===== config.mk =====
export PLATFORM = sky130hd
export DESIGN_NAME = senone_sequencer
export DESIGN_NICKNAME = d
export VERILOG_FILES = /design/src/rtl/senone_sequencer.sv
export SDC_FILE = /design/constraint.sdc
export NUM_CORES = 1
export LEC_CHECK = 0
export CORE_AREA = 2 2 352 354
export DETAILED_ROUTE_END_ITERATION = 7
export DIE_AREA = 0 0 354 356
export MAX_ROUTING_LAYER = met4
export PLACE_DENSITY = 0.57
export SLEW_MARGIN = 20
export SYNTH_ARGS = -nofsm -noshare
export SYNTH_HDL_FRONTEND = slang
export SYNTH_SLANG_ARGS = --single-unit

===== constraint.sdc =====
create_clock -name clk -period 5.2 [get_ports clk]
set_clock_uncertainty 0.1 [all_clocks]
set_input_delay 0.52 -clock clk [delete_from_list [all_inputs] [get_ports clk]]
set_output_delay 0.52 -clock clk [all_outputs]
set_load 0.05 [all_outputs]

===== src/rtl/senone_sequencer.sv =====
// senone_sequencer
//   Walks an inclusive range of senone ROM rows and streams each row's
//   Gaussian components to the scorer, one component per valid/ready
//   transfer. Each row is fetched in a single LOAD cycle, registered,
//   and then streamed component by component.
//
// Build option:
//   SENONE_SEQ_WRAP_EN  defined   : first_idx > last_idx is accepted and the
//                                   index runs first_idx..31, 0..last_idx.
//                       undefined : first_idx > last_idx pulses err for one
//                                   cycle and the sequencer stays idle.
//
// Ports:
//   clk, nReset                      clock (rising edge), async active-low reset
//   start, abort                     run request pulse / cancel active run
//   first_idx, last_idx              inclusive senone range, sampled on start
//   rom_index                        senone ROM row address
//   rom_k, rom_omegas, rom_means     combinational ROM row, component c at
//                                    bits [c*NUM_W +: NUM_W]
//   comp_valid, comp_ready           component stream handshake
//   comp_k, comp_omega, comp_mean    component payload
//   comp_senone, comp_idx, comp_last stream tags
//   busy, done, err                  status; done and err are 1-cycle pulses
//
// State | meaning
// ------+-------------------------------------------------------------
// IDLE  | waiting for start; range check happens here
// LOAD  | ROM row addressed by rom_index is captured at the end of cycle
// STREAM| presenting component comp_idx of the captured row
// DONE  | last component of last senone sent; done pulses, back to IDLE
module senone_sequencer #(
    parameter int N_COMPONENTS = 25,
    parameter int NUM_W        = 16,
    localparam int IDX_W       = (N_COMPONENTS > 1) ? $clog2(N_COMPONENTS) : 1
) (
    input  logic                          clk,
    input  logic                          nReset,
    input  logic                          start,
    input  logic                          abort,
    input  logic [4:0]                    first_idx,
    input  logic [4:0]                    last_idx,
    output logic [4:0]                    rom_index,
    input  logic [NUM_W-1:0]              rom_k,
    input  logic [N_COMPONENTS*NUM_W-1:0] rom_omegas,
    input  logic [N_COMPONENTS*NUM_W-1:0] rom_means,
    output logic                          comp_valid,
    input  logic                          comp_ready,
    output logic [NUM_W-1:0]              comp_k,
    output logic [NUM_W-1:0]              comp_omega,
    output logic [NUM_W-1:0]              comp_mean,
    output logic [4:0]                    comp_senone,
    output logic [IDX_W-1:0]              comp_idx,
    output logic                          comp_last,
    output logic                          busy,
    output logic                          done,
    output logic                          err
);

    typedef enum logic [1:0] {
        IDLE   = 2'd0,
        LOAD   = 2'd1,
        STREAM = 2'd2,
        DONE   = 2'd3
    } state_t;

    localparam logic [IDX_W-1:0] IDX_LAST = IDX_W'(N_COMPONENTS - 1);

    state_t                          state_q, state_d;
    logic [4:0]                      rom_index_q, rom_index_d;
    logic [4:0]                      last_q, last_d;
    logic [IDX_W-1:0]                idx_q, idx_d;
    logic                            err_q, err_d;
    logic                            load_en;
    logic [NUM_W-1:0]                k_q;
    logic [N_COMPONENTS*NUM_W-1:0]   omegas_q;
    logic [N_COMPONENTS*NUM_W-1:0]   means_q;
    logic                            range_ok;
    logic                            idx_is_last;
    logic                            xfer;

`ifdef SENONE_SEQ_WRAP_EN
    // Wrapped ranges are legal; the 5-bit index simply rolls over past 31.
    assign range_ok = 1'b1;
`else
    assign range_ok = (first_idx <= last_idx);
`endif

    assign idx_is_last = (idx_q == IDX_LAST);
    assign xfer        = (state_q == STREAM) && comp_ready && !abort;

    // ------------------------------------------------------------------
    // State and datapath registers
    // ------------------------------------------------------------------
    always_ff @(posedge clk or negedge nReset) begin
        if (!nReset) begin
            state_q     <= IDLE;
            rom_index_q <= '0;
            last_q      <= '0;
            idx_q       <= '0;
            err_q       <= 1'b0;
        end else begin
            state_q     <= state_d;
            rom_index_q <= rom_index_d;
            last_q      <= last_d;
            idx_q       <= idx_d;
            err_q       <= err_d;
        end
    end

    always_ff @(posedge clk or negedge nReset) begin
        if (!nReset) begin
            k_q      <= '0;
            omegas_q <= '0;
            means_q  <= '0;
        end else if (load_en) begin
            k_q      <= rom_k;
            omegas_q <= rom_omegas;
            means_q  <= rom_means;
        end
    end

    // ------------------------------------------------------------------
    // Next-state logic
    // ------------------------------------------------------------------
    always_comb begin
        state_d     = state_q;
        rom_index_d = rom_index_q;
        last_d      = last_q;
        idx_d       = idx_q;
        err_d       = 1'b0;
        load_en     = 1'b0;

        unique case (state_q)
            IDLE: begin
                if (start && !abort) begin
                    if (range_ok) begin
                        last_d      = last_idx;
                        rom_index_d = first_idx;
                        idx_d       = '0;
                        state_d     = LOAD;
                    end else begin
                        err_d = 1'b1;
                    end
                end
            end
            LOAD: begin
                load_en = 1'b1;
                idx_d   = '0;
                state_d = STREAM;
            end
            STREAM: begin
                if (xfer) begin
                    if (idx_is_last) begin
                        idx_d = '0;
                        if (rom_index_q == last_q) begin
                            state_d = DONE;
                        end else begin
                            rom_index_d = rom_index_q + 5'd1;
                            state_d     = LOAD;
                        end
                    end else begin
                        idx_d = idx_q + IDX_W'(1);
                    end
                end
            end
            DONE: begin
                state_d = IDLE;
            end
            default: begin
                state_d = IDLE;
            end
        endcase

        // abort wins over everything that could happen in an active state,
        // including a transfer presented in the same cycle.
        if (abort && (state_q != IDLE)) begin
            state_d     = IDLE;
            rom_index_d = rom_index_q;
            idx_d       = '0;
            load_en     = 1'b0;
        end
    end

    // ------------------------------------------------------------------
    // Outputs
    // ------------------------------------------------------------------
    // comp_valid drops in an abort cycle so the scorer never sees a
    // handshake the sequencer does not count.
    assign comp_valid  = (state_q == STREAM) && !abort;
    assign comp_last   = (state_q == STREAM) && idx_is_last;
    assign busy        = (state_q != IDLE);
    assign done        = (state_q == DONE) && !abort;
    assign err         = err_q;
    assign rom_index   = rom_index_q;
    assign comp_senone = rom_index_q;
    assign comp_idx    = idx_q;
    assign comp_k      = k_q;

    always_comb begin
        comp_omega = '0;
        comp_mean  = '0;
        for (int c = 0; c < N_COMPONENTS; c++) begin
            if (idx_q == IDX_W'(c)) begin
                comp_omega = omegas_q[c*NUM_W +: NUM_W];
                comp_mean  = means_q[c*NUM_W +: NUM_W];
            end
        end
    end

endmodule


-- Yosys cells after proc, flatten, opt, wreduce, memory -nomap -nowiden
Index checks and enable logic that the tools add are counted.
- add/subtract/negate cells: 2
- equality and inequality tests: 37
- bitwise logic cells: 1
- magnitude comparators: 1
- muxes and demuxes: 74
- reduce and logical (&&, ||, !) cells: 17
- operators with widths (operator ; count):
    2-to-1 mux 16 bit ; 50
    2-to-1 mux 5 bit ; 10
    == test 5 bit (second input constant) ; 9
    == test 5 x 4 -> 1 bit (second input constant) ; 8
    == test 5 x 3 -> 1 bit (second input constant) ; 4
    one-hot mux 5 bit (3 select lines) ; 1
    2-to-1 mux 2 bit ; 6
    adder 5 x 1 -> 5 bit (second input constant) ; 2
    == test 5 x 2 -> 1 bit (second input constant) ; 2
    != test 2 bit (second input constant) ; 5
    one-hot mux 5 bit (2 select lines) ; 1
    one-hot mux 2 bit (4 select lines) ; 1
    AND reduction 4 bit ; 2
    logical AND 1 bit ; 7
    AND reduction 7 bit ; 1
    != test 3 x 2 -> 1 bit (second input constant) ; 2
    != test 3 bit (second input constant) ; 2
    == test 5 x 1 -> 1 bit (second input constant) ; 1
    == test 5 bit ; 1
    <= comparator 5 bit ; 1
    logical NOT 5 bit ; 1
    2-to-1 mux 1 bit ; 5
    == test 2 bit (second input constant) ; 2
    nonzero test 2 bit ; 2
    other kinds (6) ; 6
- register bits: 834
- word-level logic and storage cells: 140
- output and inout port bits: 68
- input port bits: 831

-- Longest topological paths before layout
Gate-level depths: netlist of run 1.
- depth in word-level cells: 26
- depth in mapped cells: 14
- depth with buffers taken out: 9

-- Worst setup path before layout of run 1
OpenSTA, ideal clock, no wires.
- kind: register -> output
- from: register idx_q[2], in the netlist comp_idx[2]
- to: output port comp_mean[13]
- slack: 1.063 ns
- arrival time: 3.517 ns
- data required time: 4.580 ns
- cell stages (with the launch flop): 13
- path buffers: 5
- path through: dfrtp_1 -> buf_4 -> buf_2 -> buf_2 -> buf_2 -> and3_1 -> ha_1 -> buf_1 -> nand3b_1 -> o21ai_0 -> a211oi_1 -> o22ai_1 -> a211oi_1
- word-level cells in the longest chain between the ends: 26
- elaborated cells between the ends (all ways): 50
- classes of those cells: eq/ne (24); mux (25); reduce/logical (1)
- ends and longest elaborated chain (what ; line ; source):
    from (decl) ; 71 ; logic [IDX_W-1:0] idx_q, idx_d;
    from (signal assigned) ; 105 ; idx_q <= idx_d;
    logical NOT 5 bit ; 203 ; if (idx_q == IDX_W'(c)) begin
    2-to-1 mux 16 bit (24 in series) ; 203 ;
    2-to-1 mux 16 bit (*) ; 203 ;
    to (decl) ; 50 ; output logic [NUM_W-1:0] comp_mean,
Every way passes the cells marked *; elsewhere a longest branch is shown, timed or not.

-- Worst setup path in the final report of run 1
- from: register idx_q[0], in the netlist comp_idx[0]
- to: output port comp_mean[3]
The elaborated chain is that of the path after synthesis.

==> flow_metrics.env, run 1 <==
export IMPL_placed_cell_area_um2=50700
export IMPL_drive_above_1_share_pct=29.3
export IMPL_syn2layout_area_growth_pct=38.5
export IMPL_cts_buffers=96
export IMPL_regArea_um2=20900
export IMPL_post_route_util_pct=44.3
export IMPL_dp_final_hpwl_um=142000
export IMPL_startpoint_type="flop"
export IMPL_start_util_pct=32.0
export IMPL_synth_edff_count=0
export IMPL_grt_ovfl_total=0
export IMPL_grt_max_degree=132
export IMPL_clk_latency_ps=690
export IMPL_netlist_instances=3171
export IMPL_hold_depth=2
export IMPL_ir_worst_vdd_mv=0.337
export IMPL_synth_top_cell_area_share_pct=53.2
export IMPL_cts_tree="built"
export IMPL_slowest_stage="ha_2"
export IMPL_antenna_found_initial=94
export IMPL_num_io_pins=899
export IMPL_final_max_slew_viol_count=0
export IMPL_fin_crit_sh_pct=98.2
export IMPL_clkSinkCount=834
export IMPL_leakagePower_nw=22.0
export IMPL_reg2reg_to="means_q[145]"
export IMPL_critPathBufInv=2
export IMPL_finalHoldViolCount=0
export IMPL_path_delay_family="compound AO/OA/AOI/OAI gates"
export IMPL_drt_iter0_markers=2728
export IMPL_cp_cell_sequence="ha_2 -> buf_4 -> nand4bb_1 -> nand2_1 -> o22ai_1 -> or3_1 -> a311o_1 -> a21oi_1 -> buf_12"
export IMPL_fin_crit_ps=5110
export IMPL_worstHoldEndpoint="omegas_q[287]"
export IMPL_worstReg2RegStart="state_q[0]"
export IMPL_path_clk_slew_ps=60
export IMPL_max_freq_mhz=196
export IMPL_multiInputGateArea_um2=17400
export IMPL_place_congestion=0.936
export IMPL_rr_worst_depth=7
export IMPL_slew_headroom_pct=22.0
export IMPL_power_mw=31.0
export IMPL_final_nets=4886
export IMPL_yosysSeqAreaShare_pct=53.2
export IMPL_fillers=11451
export IMPL_netlist_area_um2=39300
export IMPL_yosysWarningCount=0
export IMPL_max_stage_delay_ps=540
export IMPL_path_class="flop to output port"
export IMPL_die_w_um=354
export IMPL_ys_types=85
export IMPL_maxCapViolCount=0
export IMPL_grt_pass1_wl_um=247000
export IMPL_drc_errors=0
export IMPL_clk_path_buf_depth=3
export IMPL_wl_per_cell_um=31.1
export IMPL_io_buffers=898
export IMPL_drt_wl_total_um=182000
export IMPL_rows=129
export IMPL_htreeDepth=3
export IMPL_status="complete, no violations"
export IMPL_hp_start="rom_omegas[287]"
export IMPL_final_cell_area_um2=54400
export IMPL_hp_class="input port to flop"
export IMPL_fin_tns_setup_ps=0
export IMPL_synth_top_cells_by_area="dfrtp_1 53%, mux2_2 24%, a21oi_1 1.7%, o21ai_0 1.5%, clkbuf_1 1.4%"
export IMPL_cp_end_kind="output port"
export IMPL_rsz0062_at_grt="true"
export IMPL_cp_required_ps=4580
export IMPL_ant_nets=0
export IMPL_r2r_slack_ps=1970
export IMPL_critPathArrivalTime_ps=4490
export IMPL_die_area_um2=126000
export IMPL_core_area_um2=123000
export IMPL_die_h_um=356
export IMPL_async_reset_ff_share_pct=100
export IMPL_holdWs_ps=330
export IMPL_synth_seq_cells=834
export IMPL_critPathMaxFanout=21
export IMPL_setup_viol=0
export IMPL_cts_root_buf="clkbuf_16"
export IMPL_power_density_nw_per_um2=570
export IMPL_via_per_inst=5.38
export IMPL_worst_pin_slew_ps=1160
export IMPL_firstDrtPassIters=8
export IMPL_syn_nets=4017
export IMPL_synth_flop_cell="dfrtp_1"
export IMPL_dr_total_vias=31421
export IMPL_yosysTopAreaCell="dfrtp_1"
export IMPL_track_usage_pct=28.7
export IMPL_grt_pass1_vias=31377
export IMPL_avgSynthCellArea_um2=12.4
Yosys cell counts, drive strengths merged, types with 23 or more instances:
library cell and n:
a21oi 132, a221oi 43, a22oi 66, a31oi 47, and3 23, buf 101, clkbuf 149, dfrtp 834
inv 36, mux2 822, nand2 102, nand2b 26, nand3 49, nor2 112, nor2b 37, nor3 25
o21ai 133, o221ai 41, o22ai 77, o32ai 29
per-stage QoR:
stage	cells	worst slack, ps
floorplan	3171	1060
global route	5838	-2.39
finish	5844	94.6
detailed placement	5578	569
global placement	5578	540
CTS	5757	11.7
cells by family (layout without fill, tap and decap cells):
family / after synthesis / in the layout / share of synthesized area [%]
compound gates: 724 / 724 / 12.7
buf+inv: 287 / 1236 / 3.14
xor+xnor: 5 / 5 / 0.112
other cells: 0 / 87 / 0
simple gates: 480 / 480 / 6.71
mux: 826 / 826 / 23.7
fa+ha+maj: 15 / 15 / 0.478
flops: 834 / 834 / 53.2
cell usage in the layout (no fill, tap or decap), types with 19 or more instances in the layout:
cell type        instances
a211oi_1                19
a21oi_1                125
a221oi_1                43
a22oi_1                 66
a31oi_1                 47
and3_1                  23
buf_12                  37
buf_4                  117
clkbuf_16               99
clkbuf_8                31
clkdlybuf4s50_1        865
dfrtp_1                831
diode_2                 87
inv_1                   36
mux2_2                 822
nand2_1                100
nand2b_1                26
nand3_1                 48
nor2_1                 104
nor2b_1                 37
nor3_1                  23
o21ai_0                117
o221ai_1                41
o22ai_1                 77
o32ai_1                 29
state kept, by name (all words and copies together), names as in the netlist:
signal and count:
comp_idx 5, comp_k 16, comp_senone 5, err 1, last_q 5, means_q 400
omegas_q 400, state_q 2
power by group:
part,internal (mW),leakage [nW],switching [mW]
registers,9.89,9.81,2.39
logic,5.94,10.5,5.40
clock network,4.38,1.68,2.97
total,20.2,22.0,10.8
routing by layer:
metal	vias to the layer above	wire, µm	global-route usage, %
met3	281	13800	7.64
met5	-	0	-
met2	1310	86000	45.5
met1	16043	74600	34.9
met4	0	7090	10.9
li1	13787	-	-
final cells by class:
| class | count | area share [%] |
|---|---|---|
| multi-input cells | 2050 | 31.9 |
| inverters | 37 | 0.255 |
| repair buffers | 1021 | 18.9 |
| diodes | 87 | 0.400 |
| clock inverters | 34 | 0.874 |
| flip-flops and latches | 834 | 38.4 |
| well taps | 1637 | 3.77 |
| clock buffers | 144 | 5.44 |
worst max path at each step:
stage                           start             end  slack, ps  cells past startpoint
after floorplan           comp_idx[2]   comp_mean[13]       1060                     12
after global placement    comp_idx[0]  comp_omega[15]        540                      9
after detailed placement  comp_idx[1]  comp_omega[15]        570                      9
after CTS                 comp_idx[2]   comp_omega[2]         10                     10
after global routing      comp_idx[0]    comp_mean[3]         -2                      9
final                     comp_idx[0]    comp_mean[3]         90                      9
timing repair:
item                                    CTS  global route
gates resized for setup                   6             9
cloned                                    0             0
endpoints found under the setup margin    5            10
setup buffers                             0             0
hold buffers                              1             0
endpoints found under the hold margin    80             0
Note: power is estimated with default switching activity, not from simulation.
==> inputs of run 2 (changes only) <==
--- a/config.mk
+++ b/config.mk
@@ -5,11 +5,14 @@
 export SDC_FILE = /design/constraint.sdc
 export NUM_CORES = 1
 export LEC_CHECK = 0
-export CORE_AREA = 2 2 352 354
+export CELL_PAD_IN_SITES_DETAIL_PLACEMENT = 1
+export CELL_PAD_IN_SITES_GLOBAL_PLACEMENT = 2
+export CORE_AREA = 2 2 354 356
+export CTS_CLUSTER_SIZE = 24
 export DETAILED_ROUTE_END_ITERATION = 7
-export DIE_AREA = 0 0 354 356
+export DIE_AREA = 0 0 356 358
 export MAX_ROUTING_LAYER = met4
-export PLACE_DENSITY = 0.57
+export PLACE_DENSITY = 0.79
 export SLEW_MARGIN = 20
 export SYNTH_ARGS = -nofsm -noshare
 export SYNTH_HDL_FRONTEND = slang
==> run 2 against run 1 <==
  * Sequential share of layout area hardly changed
  * Setup slack worse by 55 ps
  * Via count is 2.2% higher
  * Critical endpoint is now comp_mean[8]
  * Largest power group unchanged
  * Highest routed layer unchanged
==> flow_metrics.env, run 2 (synthesized netlist as in run 1, its figures left out) <==
export IMPL_fillers=12844
export IMPL_grt_ovfl_total=0
export IMPL_drt_wl_total_um=193000
export IMPL_p_sw_mw=11.0
export IMPL_fin_crit_ps=5160
export IMPL_worst_pin_slew_ps=1260
export IMPL_slew_headroom_pct=16.0
export IMPL_critPathBufInv=3
export IMPL_die_w_um=356
export IMPL_track_usage_pct=30.3
export IMPL_fin_tns_setup_ps=0
export IMPL_cp_end_kind="output port"
export IMPL_maxCapViolCount=0
export IMPL_reg2reg_to="comp_senone[4]"
export IMPL_grt_max_degree=160
export IMPL_startpoint_type="flop"
export IMPL_drive_above_1_share_pct=29.1
export IMPL_via_per_inst=5.49
export IMPL_htreeDepth=3
export IMPL_clockPowerShare_pct=22.5
export IMPL_io_buffers=898
export IMPL_worstReg2RegStart="comp_idx[0]"
export IMPL_grt_pass1_wl_um=264000
export IMPL_clkSinkCount=834
export IMPL_worstHoldEndpoint="omegas_q[113]"
export IMPL_die_h_um=358
export IMPL_max_stage_delay_ps=730
export IMPL_clk_latency_ps=680
export IMPL_cp_cell_sequence="inv_1 -> ha_2 -> nand2b_1 -> nor2_1 -> buf_4 -> a21oi_1 -> o21ai_0 -> a21oi_1 -> o21ai_2 -> buf_12"
export IMPL_place_congestion=0.960
export IMPL_final_common_cell="clkdlybuf4s50_1"
export IMPL_ir_worst_vdd_mv=0.389
export IMPL_worstSetupStartpoint="comp_idx[0]"
export IMPL_final_max_slew_viol_count=0
export IMPL_start_util_pct=31.8
export IMPL_hp_start="rom_omegas[113]"
export IMPL_wl_per_cell_um=33.0
export IMPL_drt_iter0_markers=2444
export IMPL_final_nets=4896
export IMPL_die_area_um2=127000
export IMPL_power_density_nw_per_um2=573
export IMPL_hp_class="input port to flop"
export IMPL_antenna_found_initial=105
export IMPL_final_cell_mix="865 x clkdlybuf4s50_1, 831 x dfrtp_1, 822 x mux2_2"
export IMPL_finalHoldViolCount=0
export IMPL_p_int_mw=20.1
export IMPL_rows=129
export IMPL_firstDrtPassIters=5
export IMPL_critPathArrivalTime_ps=4540
export IMPL_grt_pass1_vias=34031
export IMPL_critPathMaxFanout=18
export IMPL_fin_crit_sh_pct=99.2
export IMPL_power_share_switching_pct=35.4
export IMPL_path_clk_slew_ps=60
export IMPL_syn2layout_area_growth_pct=38.5
export IMPL_clk_path_buf_depth=3
export IMPL_rr_worst_depth=8
export IMPL_leakagePower_nw=22.0
export IMPL_num_io_pins=899
export IMPL_cts_tree="built"
export IMPL_rsz0062_at_grt="false"
export IMPL_place_ws_ps=300
export IMPL_final_cells=5847
export IMPL_core_area_um2=123000
export IMPL_dp_final_hpwl_um=152000
export IMPL_ant_nets=0
export IMPL_comb_power_share_pct=37.1
export IMPL_r2r_slack_ps=1770
export IMPL_cp_common_cell="a21oi_1"
export IMPL_cts_buffers=98
export IMPL_path_delay_family="compound AO/OA/AOI/OAI gates"
export IMPL_hold_depth=2
export IMPL_placed_cells_incl_taps=5581
export IMPL_dr_total_vias=32120
export IMPL_seq_power_share_pct=40.4
export IMPL_slowest_stage="o21ai_0"
export IMPL_status="complete, no violations"
export IMPL_cts_root_buf="clkbuf_16"
export IMPL_max_freq_mhz=194
export IMPL_path_class="flop to output port"
export IMPL_cp_required_ps=4580
export IMPL_drc_errors=0
export IMPL_fin_ws_ps=39.4
export IMPL_setup_viol=0
-- run 2: area by class of cell --
type                       instances  area (µm²)  share of cell area [%]
sequential                       834       20900                    38.4
multi-input combinational       2050       17400                    31.9
timing repair buffer            1029       10500                    19.3
clock buffer                     152        2970                    5.46
tap                             1637        2050                    3.77
clock inverter                    20         255                   0.469
antenna                           88         220                   0.405
inverter                          37         139                   0.255
-- run 2: power by group through the flow --
| stage | logic [mW] | registers, mW | clock network [mW] |
|---|---|---|---|
| 2_1_floorplan | 7.27 | 11.4 | 0 |
| 3_3_place_gp | 11.3 | 12.6 | 0 |
| 3_5_place_dp | 11.6 | 12.6 | 0 |
| 4_1_cts | 11.6 | 12.5 | 7.15 |
| 5_1_grt | 12.2 | 12.9 | 7.39 |
| 6_report | 11.6 | 12.6 | 7.01 |
-- run 2: worst max-delay path by stage --
| stage | to | slack, ps | cells after the start |
|---|---|---|---|
| floorplan | comp_mean[13] | 1060 | 12 |
| CTS | comp_mean[8] | 7 | 10 |
| global placement | comp_omega[3] | 360 | 11 |
| detailed placement | comp_omega[3] | 300 | 11 |
| global route | comp_mean[9] | 10 | 10 |
| finish | comp_mean[8] | 40 | 10 |
-- run 2: metrics by stage --
step,total power [mW],hold slack (ps),utilization [%],cell area [µm²]
2_1_floorplan,18.7,124,-,39300
3_3_place_gp,23.8,382,41.2,50800
3_5_place_dp,24.2,390,41.2,50800
4_1_cts,31.3,286,43.9,54100
5_1_grt,32.5,319,44.1,54400
6_report,31.2,334,44.1,54400
-- run 2: worst register-to-register path: cells and delay by family (launching register included) --
kind / cells / cell delay, ps
buffers and inverters: 1 / 190
adders and majority gates: 1 / 510
AOI/OAI and AO/OA: 3 / 550
DFF: 1 / 450
and+or+nand+nor: 3 / 1570
-- run 2: repair_timing --
action                                 in CTS  in global routing
setup endpoints to repair                   3                  6
pin swaps                                   1                  2
buffers inserted                            0                  5
hold buffers                                1                  0
gates resized for setup                     7                  5
endpoints found under the hold margin      83                  0
-- run 2: per-layer routing --
metal	part of all wire [%]	up-vias	global-route usage (%)
li1	-	13750	-
met2	48	1322	48.8
met4	3.6	0	11.0
met1	41	16770	36.8
met3	7.6	278	7.43
met5	0	-	-
